==> src/rtl/uart_bus_arbiter.sv <==
// Round-robin arbiter sharing one uart_wrap register port between two requesters.
// Optional text-line lock enabled by defining UART_ARB_LINE_LOCK_EN.
module uart_bus_arbiter #(
  parameter int ADDR_WIDTH = 4
`ifdef UART_ARB_LINE_LOCK_EN
  ,
  parameter logic [ADDR_WIDTH-1:0] TX_ADDR = '0,
  parameter int LOCK_TIMEOUT = 1023
`endif
) (
  input  logic                       clk_i,
  input  logic                       rstn_i,
  input  logic [1:0]                 req_i,
  output logic [1:0]                 gnt_o,
  output logic [1:0]                 rvalid_o,
  input  logic [1:0]                 we_i,
  input  logic [1:0][3:0]            be_i,
  input  logic [1:0][ADDR_WIDTH-1:0] addr_i,
  input  logic [1:0][31:0]           wdata_i,
  output logic [31:0]                rdata_o,
  output logic                       uart_req_o,
  input  logic                       uart_gnt_i,
  input  logic                       uart_rvalid_i,
  output logic                       uart_we_o,
  output logic [3:0]                 uart_be_o,
  output logic [ADDR_WIDTH-1:0]      uart_addr_o,
  output logic [31:0]                uart_wdata_o,
  input  logic [31:0]                uart_rdata_i,
  output logic                       busy_o
);

  typedef enum logic {IDLE = 1'b0, RESP = 1'b1} state_t;

  state_t state, state_d;
  logic   last;
  logic   owner;
  logic   win;
  logic   grant;
  logic   resp_done;

`ifdef UART_ARB_LINE_LOCK_EN
  localparam int CNT_W = $clog2(LOCK_TIMEOUT + 1);
  logic             lock;
  logic             lock_owner;
  logic [CNT_W-1:0] lock_cnt;
  logic             tx_char;
  logic             is_newline;
`endif

  // NOTE: every variable assigned in an always_comb gets a default first,
  // so no path through the block can leave it unassigned and infer a latch.
  always_comb begin
    win = 1'b0;
    if (req_i == 2'b11) win = ~last;
    else if (req_i[1])  win = 1'b1;
`ifdef UART_ARB_LINE_LOCK_EN
    if (lock) win = lock_owner;
`endif
  end

  // The request is masked during reset so nothing reaches the UART port.
  assign uart_req_o   = rstn_i && (state == IDLE) && req_i[win];
  assign grant        = uart_req_o & uart_gnt_i;
  assign resp_done    = (state == RESP) & uart_rvalid_i;
  assign uart_we_o    = we_i[win];
  assign uart_be_o    = be_i[win];
  assign uart_addr_o  = addr_i[win];
  assign uart_wdata_o = wdata_i[win];
  assign rdata_o      = uart_rdata_i;

  always_comb begin
    gnt_o    = 2'b00;
    rvalid_o = 2'b00;
    if (grant)     gnt_o[win]      = 1'b1;
    if (resp_done) rvalid_o[owner] = 1'b1;
  end

  always_comb begin
    state_d = state;
    case (state)
      IDLE:    if (grant)         state_d = RESP;
      RESP:    if (uart_rvalid_i) state_d = IDLE;
      default:                    state_d = IDLE;
    endcase
  end

  // NOTE: sequential state uses non-blocking assignments so every register
  // samples the pre-edge values regardless of statement order.
  always_ff @(posedge clk_i or negedge rstn_i) begin
    if (!rstn_i) begin
      state <= IDLE;
      last  <= 1'b1;
      owner <= 1'b0;
    end else begin
      state <= state_d;
      if (grant)     owner <= win;
      if (resp_done) last  <= owner;
    end
  end

`ifdef UART_ARB_LINE_LOCK_EN
  assign tx_char    = we_i[win] && (addr_i[win] == TX_ADDR) && be_i[win][0];
  assign is_newline = (wdata_i[win][7:0] == 8'h0A);

  // A granted non-newline character opens a line; the owner's newline or a
  // long silence from the owner closes it.
  always_ff @(posedge clk_i or negedge rstn_i) begin
    if (!rstn_i) begin
      lock       <= 1'b0;
      lock_owner <= 1'b0;
      lock_cnt   <= '0;
    end else if (grant) begin
      lock_cnt <= '0;
      if (tx_char && !is_newline) begin
        lock       <= 1'b1;
        lock_owner <= win;
      end else if (tx_char && lock && (win == lock_owner)) begin
        lock <= 1'b0;
      end
    end else if ((state == IDLE) && lock && !req_i[lock_owner]) begin
      if (lock_cnt == CNT_W'(LOCK_TIMEOUT - 1)) begin
        lock     <= 1'b0;
        lock_cnt <= '0;
      end else begin
        lock_cnt <= lock_cnt + 1'b1;
      end
    end
  end

  assign busy_o = (state == RESP) | lock;
`else
  assign busy_o = (state == RESP);
`endif

endmodule

==> config.mk <==
export PLATFORM = sky130hd
export DESIGN_NAME = uart_bus_arbiter
export DESIGN_NICKNAME = d
export VERILOG_FILES = /design/src/rtl/uart_bus_arbiter.sv
export SDC_FILE = /design/constraint.sdc
export NUM_CORES = 1
export LEC_CHECK = 0
export CAP_MARGIN = 20
export CORE_AREA = 2 2 77 79
export DETAILED_ROUTE_END_ITERATION = 10
export DIE_AREA = 0 0 79 81
export GPL_TIMING_DRIVEN = 0
export MAX_ROUTING_LAYER = met4
export PLACE_DENSITY = 0.73
export SLEW_MARGIN = 15
export SYNTH_ARGS = -nofsm -noshare
export SYNTH_HDL_FRONTEND = slang
export SYNTH_SLANG_ARGS = --single-unit
==> constraint.sdc <==
create_clock -name clk_i -period 2.9 [get_ports clk_i]
set_input_delay 0.435 -clock clk_i [delete_from_list [all_inputs] [get_ports clk_i]]
set_output_delay 0.435 -clock clk_i [all_outputs]
set_load 0.01 [all_outputs]
Yosys cells after proc, flatten, opt, wreduce, memory -nomap -nowiden. Index checks and enable logic that the tools add are counted.

Output and inout port bits: 79. ROM bits: 0. Word-level logic and storage cells: 37. RAM bits: 0. Memories kept: 0. Bits in latches: 0. Bits in registers: 3. Bits of input ports: 120.

Order comparisons: 4. Add/subtract/negate cells: 0. Mux-type cells: 21. Eq/ne operators: 1. Shifts and indexed selects: 0. Bitwise operators: 4. Multipliers: 0. Reductions and logical operators: 4. Div/mod/pow operators: 0.

Operators with widths (number): $mux 32 (2); $mux 4 (4); $mux 1 (10); $logic_and 1x1->1 (4); $lt 1x2->1 const B (2); $mux 2 (2); $and 1x1->1 (2); $demux 1 s1 (2); $eq 2x2->1 const B (1); $ge 1x1->1 const B (2); $not 1->1 (2); $pmux 1 s2 (1).

Longest topological paths before layout.
Depth after elaboration: 8. Depth in mapped cells: 3. Depth with buffers taken out: 3.

Least setup slack after synthesis. Ideal clock, no wire load.

Path type: input-to-output. Start: in req_i[1]. End: out uart_wdata_o[17]. Arrival: 1.277 ns. Cell stages on the path: 3. Buffers on the path: 1. Required time: 2.465 ns. Slack: 1.188 ns. Path through: a21boi_4 > buf_4 > mux2_1.

Word-level cells in the longest chain between the ends: 4. Elaborated cells on any way between the ends: 5. Those cells by class: eq/ne (1); mux (4).

RTL lines: start: declaration (RTL line 13) `input logic [1:0] req_i,`; $eq 2x2->1 / $mux 1 (equally long branches) (RTL line 54, 55); $mux 1 * (RTL line 54) `if (req_i == 2'b11) win = ~last;`; $mux 32 (implied by the code) * (2 in a row) (RTL line 68) `assign uart_wdata_o = wdata_i[win];`; end: declaration (RTL line 27) `output logic [31:0] uart_wdata_o,`.

Mark *: on every way between the ends. The rest lies on a longest branch, timed or not. The select of a mux whose other input is x is not followed.

Worst setup path in the final report.
Start: in req_i[1]. End: out uart_wdata_o[19].

Same word-level chain as after synthesis.

==> reports/results.tsv <==
metric	value	unit
critPathLaunchType	primary input	
synth-simple-area-share	2.61	%
ys_seq_area_share	8.38	%
critPathMaxStageDelay	0.50	ns
clk_pin_slew	0.03	ns
max-slew-margin-rel	79.1	%
powerDensity	276	nW/um^2
ys_ff_latch	3	
fin_skew	0.000175	ns
crit_arrival	2.27	ns
dp.cells	333	
cts_resized	0	
viasPerCell	3.84	
cts-hold-fix-buffers	0	
synth_cell_types	16	
cts_num_sinks	3	
drive_gt1_share	30.8	%
fp.dieW	79	microns
antenna_found_initial	0	
cp-end-kind	output pin	
fin_tns_setup	0	ns
syn_area_per_cell	9.90	sq um
grt_max_degree	11	
met2_usage	21.8	%
cts_root_buf	clkbuf_8	
routed_wl	4190	microns
hold_viol	0	
required	2.47	ns
place_congestion	0.661	
hold_slack	0.436	ns
syn-instance-count	92	
grt_pass1_wl	5730	microns
maxCapViolCount	0	
outcome	completed	
fin_crit_sh	93.4	%
synth_xor_area_share	0	%
clock_latency	0.21	ns
worst_slew_pin_slew	0.313	ns
yosys-mux-area-fraction	51.9	%
drcViolationCount	0	
met3_usage	2.56	%
peakVddDrop	300	uV
syn_nets	212	
cts_tree	done	
switching_share	27.8	%
power_frac_seq	9.1	%
holdCritPathClass	in -> async	
slew_viol_final	0	
die_y	81	microns
yosysTopAreaCell	mux2_2	
final_common_cell	clkdlybuf4s50_1	
synth_top_area_share	48.2	%
period_needed	2.71	ns
criticalPathCategory	in -> out	
rsz0062_at_grt	false	
synth_compound_area_share	5.49	%
finalNonFillerCells	338	
critPathBufInv	3	
synth_top_family_by_area	multiplexers	
clockBufferDepth	2	
yosys_warnings	0	
crit_family	buffers and inverters	
portBuffers	166	
reg2regPathDepth	3	
synthAdderAreaFrac	0	%
antenna_cells	0	
cp_num_cells	5	
r2r_slack	1.70	ns
p_clk_share	15.9	%
path_common_cell	clkdlybuf4s50_1	
hpwl	3710	microns
p_comb_share	75.0	%
grt_overflow_total	0	
p_switching	0.208	mW
grt_use_met1	12.1	%
avgRoutedWirePerCell	12.4	microns
core_area	5680	sq um
max_freq	0.369	GHz
synth.area.top_cells	mux2_2 48%, buf_4 27%, dfrtp_1 5.5%, mux2_1 3.7%, dfstp_2 2.9%	
grt.busiest_layer	met2	
drt-initial-drc-count	7	
synthesis.area	911	sq um
p_leak	1.10	nW
fin_util	47.9	%
grt_pass1_vias	1270	
final_nets	384	
htreeDepth	1	
path_max_fanout	10	
cts_buffers	3	
vias	1298	
crit_chain	clkdlybuf4s50_1 > a21boi_4 > buf_4 > mux2_2 > clkdlybuf4s50_1	
syn_to_final_growth	198	%
final_cell_mix	166 x clkdlybuf4s50_1, 39 x mux2_2, 34 x buf_4	
ant_nets	0	
die_area	6400	sq um
finalSetupViolCount	0	
internal_power	0.541	mW
first_pass_iters	3	
critPathSlowestCell	clkdlybuf4s50_1	
ios	199	
initial_utilization	16.0	%
fill_cells	562	
grt_use_total	11.4	%
num_rows	28	
[registers in the layout, summed over array words and instances (netlist names)]
signal,flops
busy_o,1
last,1
owner,1
[cell type report]
cell class	instances	area, sq um	share of cell area (%)
Inverter	1	3.75	0.138
Tap cell	75	93.8	3.45
Clock buffer	4	45.0	1.66
Buffer	36	284	10.4
Timing Repair Buffer	167	1670	61.4
Sequential cell	3	76.3	2.81
Multi-Input combinational cell	52	547	20.1
[logic make-up after synthesis]
logic type | count (synthesis)
buffers and inverters | 37
and+or+nand+nor | 5
muxes | 42
DFF | 3
AOI/OAI and AO/OA | 5
[what timing repair did]
action / CTS / global route
setup endpoints to repair: 0 / 3
setup buffers: 0 / 1
hold endpoints to repair: 0 / 0
[stage by stage]
| stage | setup slack, ns | total power [mW] | instance area [sq um] |
|---|---|---|---|
| 2_1_floorplan | 1.19 | 0.302 | 911 |
| 3_3_place_gp | 0.0652 | 0.628 | 2670 |
| 3_5_place_dp | 0.0467 | 0.633 | 2670 |
| 4_1_cts | 0.0582 | 0.758 | 2710 |
| 5_1_grt | 0.0898 | 0.795 | 2720 |
| 6_report | 0.192 | 0.749 | 2720 |
[worst register-to-register path, stage by stage, from the launching register on]
cell	delay (ns)
dfstp_2	0.54
a21boi_4	0.08
buf_4	0.19
mux2_2	0.26
[synth_stat cells]
cell and number:
a21boi_4 1, a21o_1 1, and3_1 2, buf_4 33
buf_6 2, clkbuf_8 1, dfrtp_1 2, dfstp_2 1
inv_1 1, mux2_1 3, mux2_2 39, nand2_1 1
nor2_1 2, o2111ai_1 1, o211a_1 1, o21ai_0 1
[per-layer routing]
metal / vias to the layer above / routed length [microns]
li1: 633 / -
met1: 575 / 1500
met4: 0 / 0
met2: 90 / 2230
met5: - / 0
met3: 0 / 455
[power by group through the flow]
stage	logic (mW)	registers, mW	clock network (mW)
after global routing	0.597	0.0698	0.129
after CTS	0.567	0.0685	0.123
after floorplan	0.236	0.0666	0
after global placement	0.560	0.0679	0
final	0.562	0.0682	0.119
after detailed placement	0.564	0.0690	0
[final timing paths]
path,startpoint,to
max,req_i[1],uart_wdata_o[19]
min in group clk_i,last,last
max reg2reg,last,owner
min,rstn_i,busy_o
min reg2reg,last,last
max in group asynchronous,rstn_i,last
(Power assumes the default switching activity.)
